==> src/rtl/serial_cmp_ctrl.sv <==
// Bit-serial magnitude comparator: MSB-first scan through one 1-bit slice, early exit.
// Ports: clk, reset(async hi), start, x, y -> busy, done, EQ, LT. Option: SERIAL_CMP_SIGNED_EN.
module serial_cmp_ctrl #(
  parameter int WIDTH = 8
) (
  input  logic             clk,
  input  logic             reset,
  input  logic             start,
  input  logic [WIDTH-1:0] x,
  input  logic [WIDTH-1:0] y,
  output logic             busy,
  output logic             done,
  output logic             EQ,
  output logic             LT
);

  localparam int IW = $clog2(WIDTH);
  localparam logic [IW-1:0] TOP = IW'(WIDTH - 1);

  typedef enum logic {
    IDLE,
    SCAN
  } state_t;

  state_t           state;
  logic [WIDTH-1:0] xr;
  logic [WIDTH-1:0] yr;
  logic [IW-1:0]    idx;
  logic             gt;
  logic             eq;
  logic             lt_dec;

  // The shared 1-bit slice: {gt, eq}.
  function automatic logic [1:0] cmp1(
    input logic a,
    input logic b
  );
    return {a & ~b, a ~^ b};
  endfunction

  always_comb begin
    {gt, eq} = cmp1(xr[idx], yr[idx]);
  end

  always_comb begin
    lt_dec = ~gt;
`ifdef SERIAL_CMP_SIGNED_EN
    // A differing sign bit flips the order.
    if (idx == TOP) begin
      lt_dec = gt;
    end
`endif
  end

  always_ff @(posedge clk or posedge reset) begin
    if (reset) begin
      state <= IDLE;
      busy  <= 1'b0;
      done  <= 1'b0;
      EQ    <= 1'b0;
      LT    <= 1'b0;
      xr    <= '0;
      yr    <= '0;
      idx   <= TOP;
    end else begin
      done <= 1'b0;
      unique case (state)
        IDLE: begin
          if (start) begin
            xr    <= x;
            yr    <= y;
            idx   <= TOP;
            busy  <= 1'b1;
            state <= SCAN;
          end
        end
        SCAN: begin
          if (!eq) begin
            EQ    <= 1'b0;
            LT    <= lt_dec;
            done  <= 1'b1;
            busy  <= 1'b0;
            state <= IDLE;
          end else if (idx == '0) begin
            EQ    <= 1'b1;
            LT    <= 1'b0;
            done  <= 1'b1;
            busy  <= 1'b0;
            state <= IDLE;
          end else begin
            idx <= idx - IW'(1);
          end
        end
        default: state <= IDLE;
      endcase
    end
  end

endmodule

==> config.mk <==
export PLATFORM = sky130hd
export DESIGN_NAME = serial_cmp_ctrl
export DESIGN_NICKNAME = d
export VERILOG_FILES = /design/src/rtl/serial_cmp_ctrl.sv
export SDC_FILE = /design/constraint.sdc
export NUM_CORES = 1
export LEC_CHECK = 0
export CAP_MARGIN = 20
export CORE_AREA = 2 2 49 51
export DETAILED_ROUTE_END_ITERATION = 6
export DIE_AREA = 0 0 51 53
export PLACE_DENSITY = 0.77
export SLEW_MARGIN = 20
export SYNTH_ARGS = -nofsm -noshare
export SYNTH_HDL_FRONTEND = slang
export SYNTH_SLANG_ARGS = --single-unit
==> constraint.sdc <==
create_clock -name clk -period 3.58 [get_ports clk]
set_input_delay 0.537 -clock clk [delete_from_list [all_inputs] [get_ports clk]]
set_output_delay 0.537 -clock clk [all_outputs]
set_load 0.05 [all_outputs]
==> results.md, run 1 <==
* Worst R2R Setup Slack at 1.28 ns
* Top Ports at 23
* Total Routing Usage GR at 17.39%
* Sequential cell area at 604.3 um2
* Core Region at 2148 um2
* Initial antenna violation count at 0
* Row count at 17
* Layout Utilization at 64.07%
* Synthesis-stage register bit count at 24
* Starting DRT DRC Count at 8
* Post-CTS setup repair buffer count at 0
* Worst-path fanout max at 7
* P_int at 744.3 uW
* DR vias at 785
* Post-layout nets at 153
* # port buffers at 22
* Ant diodes at 0
* DRC at 0
* Max_slew headroom at 43.29%
* Area growth, synth to finish at 23.60%
* Crit path launch type: flip-flop
* Worst EP required at 3.79 ns
* WL/cell at 11.73 um
* Final worst slack at 1.284 ns
* Skew final at 0.001050 ns
* DRT antenna net count at 0
* Dpl ws at 1.305 ns
* Min-delay worst type: reg2reg
* Fin. max-slew vios at 0
* Sw power at 463.6 uW
* Min Tclk post-route at 2.296 ns
* Root Buffer: clkbuf_4
* Switching share of power at 38.38%
* # fillers at 182
* Post-Synthesis Cells at 109
* Outcome: finished, final reports clean
* Fraction of layout cells with a size suffix above 1 at 10.77%
* Yosys cell types at 21
* Largest net degree at the start of global routing at 25
* Reg2Reg Depth at 5
* RR Startpoint: idx[0]$_DFFE_PP1P_
* Post-DP HPWL at 1379 um
* Multi-input gate area at 457.9 um2
* Worst R2R End: LT$_DFFE_PP0P_
* PwrDens at 877.6 nW/um2
* WS Path Type: reg2reg
* WHS Path Cells at 2
* Worst Path Arrival at 2.50 ns
* Slew @ Worst Pin at 0.8497 ns
* Global placer's final weighted congestion at 0.8220
* Hold path endpoint: xr[4]$_DFFE_PP0P_
* Final wirelength at 1854 um
* Netlist Area Pre-Place at 1114 um2
* Max cap viols at 0
* Global route overflow at 0
* Crit end category: flip-flop
* Chip Height at 53 um
* Flop pwr share at 41.5%
* Unrepaired setup endpoints after global routing: no
* CTS tree: done
* Logic pwr share at 47.0%
* First-pass GRT wire length at 3429 um
* Die width at 51 um
* Syn Area/Cell at 10.22 um2
* Register area share after synthesis at 54.27%
* Full die area at 2703 um2
* Worst hold start: xr[4]$_DFFE_PP0P_
* Drt pass-1 iters at 4
* Peak VDD IR at 0.4046 mV
* H-tree Lvls at 1
* Post-place instance area at 1340 um2
* Inserted Clock Buffers at 3
* Net Count, Synth at 131
* Starting density of the core at 51.83%
* Total clock sinks at 24
* Final setup vio count at 0
* Final setup TNS at 0 ns
* Lkg Pwr at 0.6892 nW
* Period Utilization, post-route at 64.14%
* Post-route cell area at 1376 um2
* Hold buffers post-CTS at 0
* Clk pwr share at 11.5%
* Most frequent cells in the layout: nand2_1 (52), clkdlybuf4s50_1 (22), dfrtp_1 (21)
* Longest Clk Path Bufs at 2
* Vias in the first global route at 811
* Final Hold Fails at 0
* Worst-skew pair later-pin latency at 0.31 ns
* Commonest non-fill, non-tap cell in the layout: nand2_1
* Fmax achieved at 0.4355 GHz
* Via/cell ratio at 4.968
* Clock-pin slew on the worst setup and hold paths at 0.12 ns
* Cts repair resizes at 0
* Synth warn at 0
metrics by stage:
stage / hold WS (ns) / std cells / power (mW)
final: 0.4841 / 158 / 1.208
after global routing: 0.5162 / 158 / 1.316
after CTS: 0.4883 / 158 / 1.224
after detailed placement: 0.4576 / 154 / 1.082
after global placement: 0.4635 / 154 / 1.059
after floorplan: 0.4403 / 109 / 0.9508
sequential cells by signal, indices dropped and copies added (netlist names):
register  count
xr            8
EQ            1
state         1
done          1
busy          1
yr            8
LT            1
idx           3
critical path, cell delays in order, from the launching register on:
cell and delay, ns:
dfstp_2 0.64, mux4_2 0.52, mux2i_1 0.17, ha_1 0.32, a21boi_4 0.20, mux2_1 0.34
cell usage after synthesis (all sizes together):
cell | n | area, um2
a211o | 1 | 8.760
nor3 | 1 | 5.000
nand3 | 2 | 10.01
dfrtp | 21 | 525.5
nor2 | 1 | 3.750
a31oi | 1 | 6.260
nor2b | 1 | 6.260
mux2 | 2 | 22.52
nand2b | 2 | 20.02
inv | 4 | 15.01
buf | 6 | 36.28
mux2i | 2 | 20.02
a21boi | 1 | 18.77
o21ai | 1 | 5.000
mux4 | 4 | 90.09
and4 | 1 | 8.760
ha | 3 | 37.54
dfstp | 3 | 78.83
nand2 | 52 | 195.2
layer usage:
layer	GRT usage (%)	vias up	routed length [um]
met5	0	-	0
met4	8.108	0	35
met3	2.542	4	66
met2	30.09	17	885
met1	21.46	375	866
li1	-	389	-
power by group through the flow:
stage               logic, mW  registers (mW)  clock network, mW
global route            0.639           0.523              0.153
detailed placement      0.570           0.511                  0
global placement        0.550           0.509                  0
CTS                     0.574           0.505              0.145
finish                  0.567           0.501              0.139
floorplan               0.419           0.531                  0
logic make-up after synthesis:
| family | count (synthesis) | share of synthesized area (%) |
|---|---|---|
| muxes | 8 | 11.91 |
| adders and majority gates | 3 | 3.371 |
| DFF | 24 | 54.27 |
| and+or+nand+nor | 60 | 22.36 |
| AOI/OAI and AO/OA | 4 | 3.483 |
| buffers and inverters | 10 | 4.606 |
worst max-delay path by stage:
| stage | startpoint | endpoint |
|---|---|---|
| after floorplan | idx[2]$_DFFE_PP1P_ | EQ$_DFFE_PP0P_ |
| after global placement | idx[0]$_DFFE_PP1P_ | EQ$_DFFE_PP0P_ |
| after detailed placement | idx[0]$_DFFE_PP1P_ | EQ$_DFFE_PP0P_ |
| after CTS | idx[0]$_DFFE_PP1P_ | EQ$_DFFE_PP0P_ |
| after global routing | idx[0]$_DFFE_PP1P_ | LT$_DFFE_PP0P_ |
| final | idx[0]$_DFFE_PP1P_ | LT$_DFFE_PP0P_ |
cell type report:
| type | count | area share (%) |
|---|---|---|
| clock buffers | 4 | 2.636 |
| inverters | 4 | 1.091 |
| multi-input cells | 75 | 33.27 |
| flip-flops and latches | 24 | 43.91 |
| well taps | 28 | 2.545 |
| repair buffers | 23 | 16.55 |
Note: power is estimated with default switching activity, not from simulation.
==> inputs of run 2 (changes only) <==
--- a/config.mk
+++ b/config.mk
@@ -6,10 +6,10 @@
 export NUM_CORES = 1
 export LEC_CHECK = 0
 export CAP_MARGIN = 20
-export CORE_AREA = 2 2 49 51
+export CORE_AREA = 2 2 54 56
 export DETAILED_ROUTE_END_ITERATION = 6
-export DIE_AREA = 0 0 51 53
-export PLACE_DENSITY = 0.77
+export DIE_AREA = 0 0 56 58
+export PLACE_DENSITY = 0.67
 export SLEW_MARGIN = 20
 export SYNTH_ARGS = -nofsm -noshare
 export SYNTH_HDL_FRONTEND = slang
==> constraint.sdc (replaced) <==
create_clock -name clk -period 2 [get_ports clk]
set_input_delay 0.3 -clock clk [delete_from_list [all_inputs] [get_ports clk]]
set_output_delay 0.3 -clock clk [all_outputs]
set_load 0.05 [all_outputs]
==> run 2 against run 1 <==
Net effect:
- the flow now finishes with violations (setup timing)
- maximum frequency increased by 5.4%
- first-iteration DRC count increased by 38%
- flip-flop and latch count unchanged
- global-route usage decreased by 2.2 points
- total power increased by 110%
- setup slack got worse by 1.5 ns
- sequential power increased by 79%
- non-clock buffer count increased by 6
- highest routed layer unchanged
==> results.md, run 2 (synthesized netlist as in run 1, its figures left out) <==
* Outcome: finished with violations
* Violated checks: setup timing
* Unrepaired setup endpoints after global routing: yes
* Slowest stage delay, CP at 0.62 ns
* Drt pass-1 iters at 4
* DRC at 0
* Min-delay worst type: in2async
* WS Path Type: reg2reg
* Skew final at 0.001870 ns
* Total Routing Usage GR at 15.17%
* Flop pwr share at 35.8%
* Crit end category: flip-flop
* Core Region at 2663 um2
* Row count at 19
* Chip Height at 58 um
* Slew @ Worst Pin at 0.6745 ns
* Worst R2R Setup Slack at -0.18 ns
* Worst Path Arrival at 2.40 ns
* Most frequent cells in the layout: nand2_1 (52), clkdlybuf4s50_1 (22), dfrtp_1 (21)
* P_int at 1.555 mW
* Sw power at 956.5 uW
* RR Startpoint: idx[0]$_DFFE_PP1P_
* Fraction of layout cells with a size suffix above 1 at 16.91%
* CP max-delay cell: dfstp_2
* Via/cell ratio at 4.982
* Max cap viols at 0
* Initial antenna violation count at 0
* Post-DP HPWL at 1613 um
* Post-Layout Cell Count at 167
* Final wirelength at 2142 um
* Inserted Clock Buffers at 3
* Starting density of the core at 41.82%
* Lkg Pwr at 0.7221 nW
* Ant diodes at 0
* Reg2Reg Depth at 5
* Max_slew headroom at 55.03%
* Worst-skew pair later-pin latency at 0.32 ns
* Worst EP required at 2.22 ns
* Top Ports at 23
* # port buffers at 22
* Post-layout nets at 159
* Largest registers: xr (8), yr (8), idx (3)
* Worst R2R End: LT$_DFFE_PP0P_
* CTS tree: done
* Final Hold Fails at 0
* Commonest non-fill, non-tap cell in the layout: nand2_1
* Total clock sinks at 24
* Final setup vio count at 7
* Min Tclk post-route at 2.179 ns
* Starting DRT DRC Count at 11
* Period Utilization, post-route at 108.9%
* Placed insts at 161
* Fmax achieved at 0.4590 GHz
* Critical-path cell list: mux4_2, mux2i_2, ha_4, a21boi_4, mux2_1
* Global route overflow at 0
* First-pass GRT wire length at 3788 um
* Root Buffer: clkbuf_4
* DRT antenna net count at 0
* Area growth, synth to finish at 30.90%
* Worst-path fanout max at 5
* WL/cell at 12.83 um
* H-tree Lvls at 1
* Largest net degree at the start of global routing at 25
* Die width at 56 um
* Clock-pin slew on the worst setup and hold paths at 0.13 ns
* Final worst slack at -0.1787 ns
* Vias in the first global route at 856
* Switching share of power at 38.09%
* Clk pwr share at 10.5%
* Full die area at 3248 um2
* DR vias at 832
* Crit path launch type: flip-flop
* Tot Pwr at 2.511 mW
* PwrDens at 1723 nW/um2
* Fin. max-slew vios at 0
* Peak VDD IR at 1.106 mV
* Longest Clk Path Bufs at 2
* Hold buffers post-CTS at 0
* Global placer's final weighted congestion at 0.8222
* Logic pwr share at 53.8%
[run 2: cell type report]
type	count	area [um2]
clock buffers	4	36.28
well taps	31	38.79
inverters	4	15.01
flip-flops and latches	24	604.3
fillers	250	1205
multi-input cells	75	486.7
repair buffers	29	276.5
[run 2: through the flow]
stage                     worst slack (ns)  util, %  setup TNS, ns  instance area [um2]  hold WS [ns]
after floorplan                    -0.1551        -        -0.3405                 1132        0.3124
after global placement             -0.1400    52.21        -0.3699                 1390        0.4580
after detailed placement           -0.1911    52.21        -0.5448                 1390        0.4682
after CTS                          -0.1895    54.28        -0.9840                 1445        0.3217
after global routing               -0.2579    54.75         -1.376                 1458        0.3443
final                              -0.1787    54.75        -0.7279                 1458        0.3143
[run 2: power groups by stage]
stage	sequential [mW]	combinational, mW	clock, mW
after floorplan	0.952	0.842	0
after global placement	0.895	1.16	0
after detailed placement	0.908	1.22	0
after CTS	0.898	1.33	0.267
after global routing	0.932	1.49	0.288
final	0.898	1.35	0.263
[run 2: routing by layer]
| layer | GRT usage, % | part of all wire [%] | up-vias |
|---|---|---|---|
| met5 | 0 | 0 | - |
| met4 | 5.102 | 1.3 | 0 |
| met3 | 2.232 | 4.4 | 3 |
| met2 | 27.73 | 52 | 20 |
| met1 | 18.45 | 42 | 407 |
| li1 | - | - | 402 |
[run 2: timing repair]
| action | CTS | global route |
|---|---|---|
| setup endpoints to repair | 6 | 8 |
| setup buffers | 2 | 0 |
| pin swaps | 0 | 1 |
| resized for setup | 1 | 2 |
[run 2: how the worst max path moves through the flow]
stage / from / endpoint / slack, ns / depth (start not counted)
after floorplan: idx[0]$_DFFE_PP1P_ / EQ$_DFFE_PP0P_ / -0.16 / 6
after global placement: idx[0]$_DFFE_PP1P_ / EQ$_DFFE_PP0P_ / -0.14 / 5
after detailed placement: idx[0]$_DFFE_PP1P_ / LT$_DFFE_PP0P_ / -0.19 / 5
after CTS: idx[0]$_DFFE_PP1P_ / LT$_DFFE_PP0P_ / -0.19 / 5
after global routing: idx[0]$_DFFE_PP1P_ / busy$_DFFE_PP0P_ / -0.26 / 7
final: idx[0]$_DFFE_PP1P_ / LT$_DFFE_PP0P_ / -0.18 / 5
[run 2: critical path, delay by kind of cell (launching register included)]
kind | cells | cell delay (ns)
compound gates | 1 | 0.16
fa+ha+maj | 1 | 0.25
flops | 1 | 0.62
mux | 3 | 1.06
==> inputs of run 3 (changes only) <==
--- a/config.mk
+++ b/config.mk
@@ -5,7 +5,7 @@
 export SDC_FILE = /design/constraint.sdc
 export NUM_CORES = 1
 export LEC_CHECK = 0
-export CAP_MARGIN = 20
+export ABC_CLOCK_PERIOD_IN_PS = 2000
 export CORE_AREA = 2 2 54 56
 export DETAILED_ROUTE_END_ITERATION = 6
 export DIE_AREA = 0 0 56 58
==> results of run 3 <==
Same layout as run 2: the final DEF is identical, and so are final timing and power.
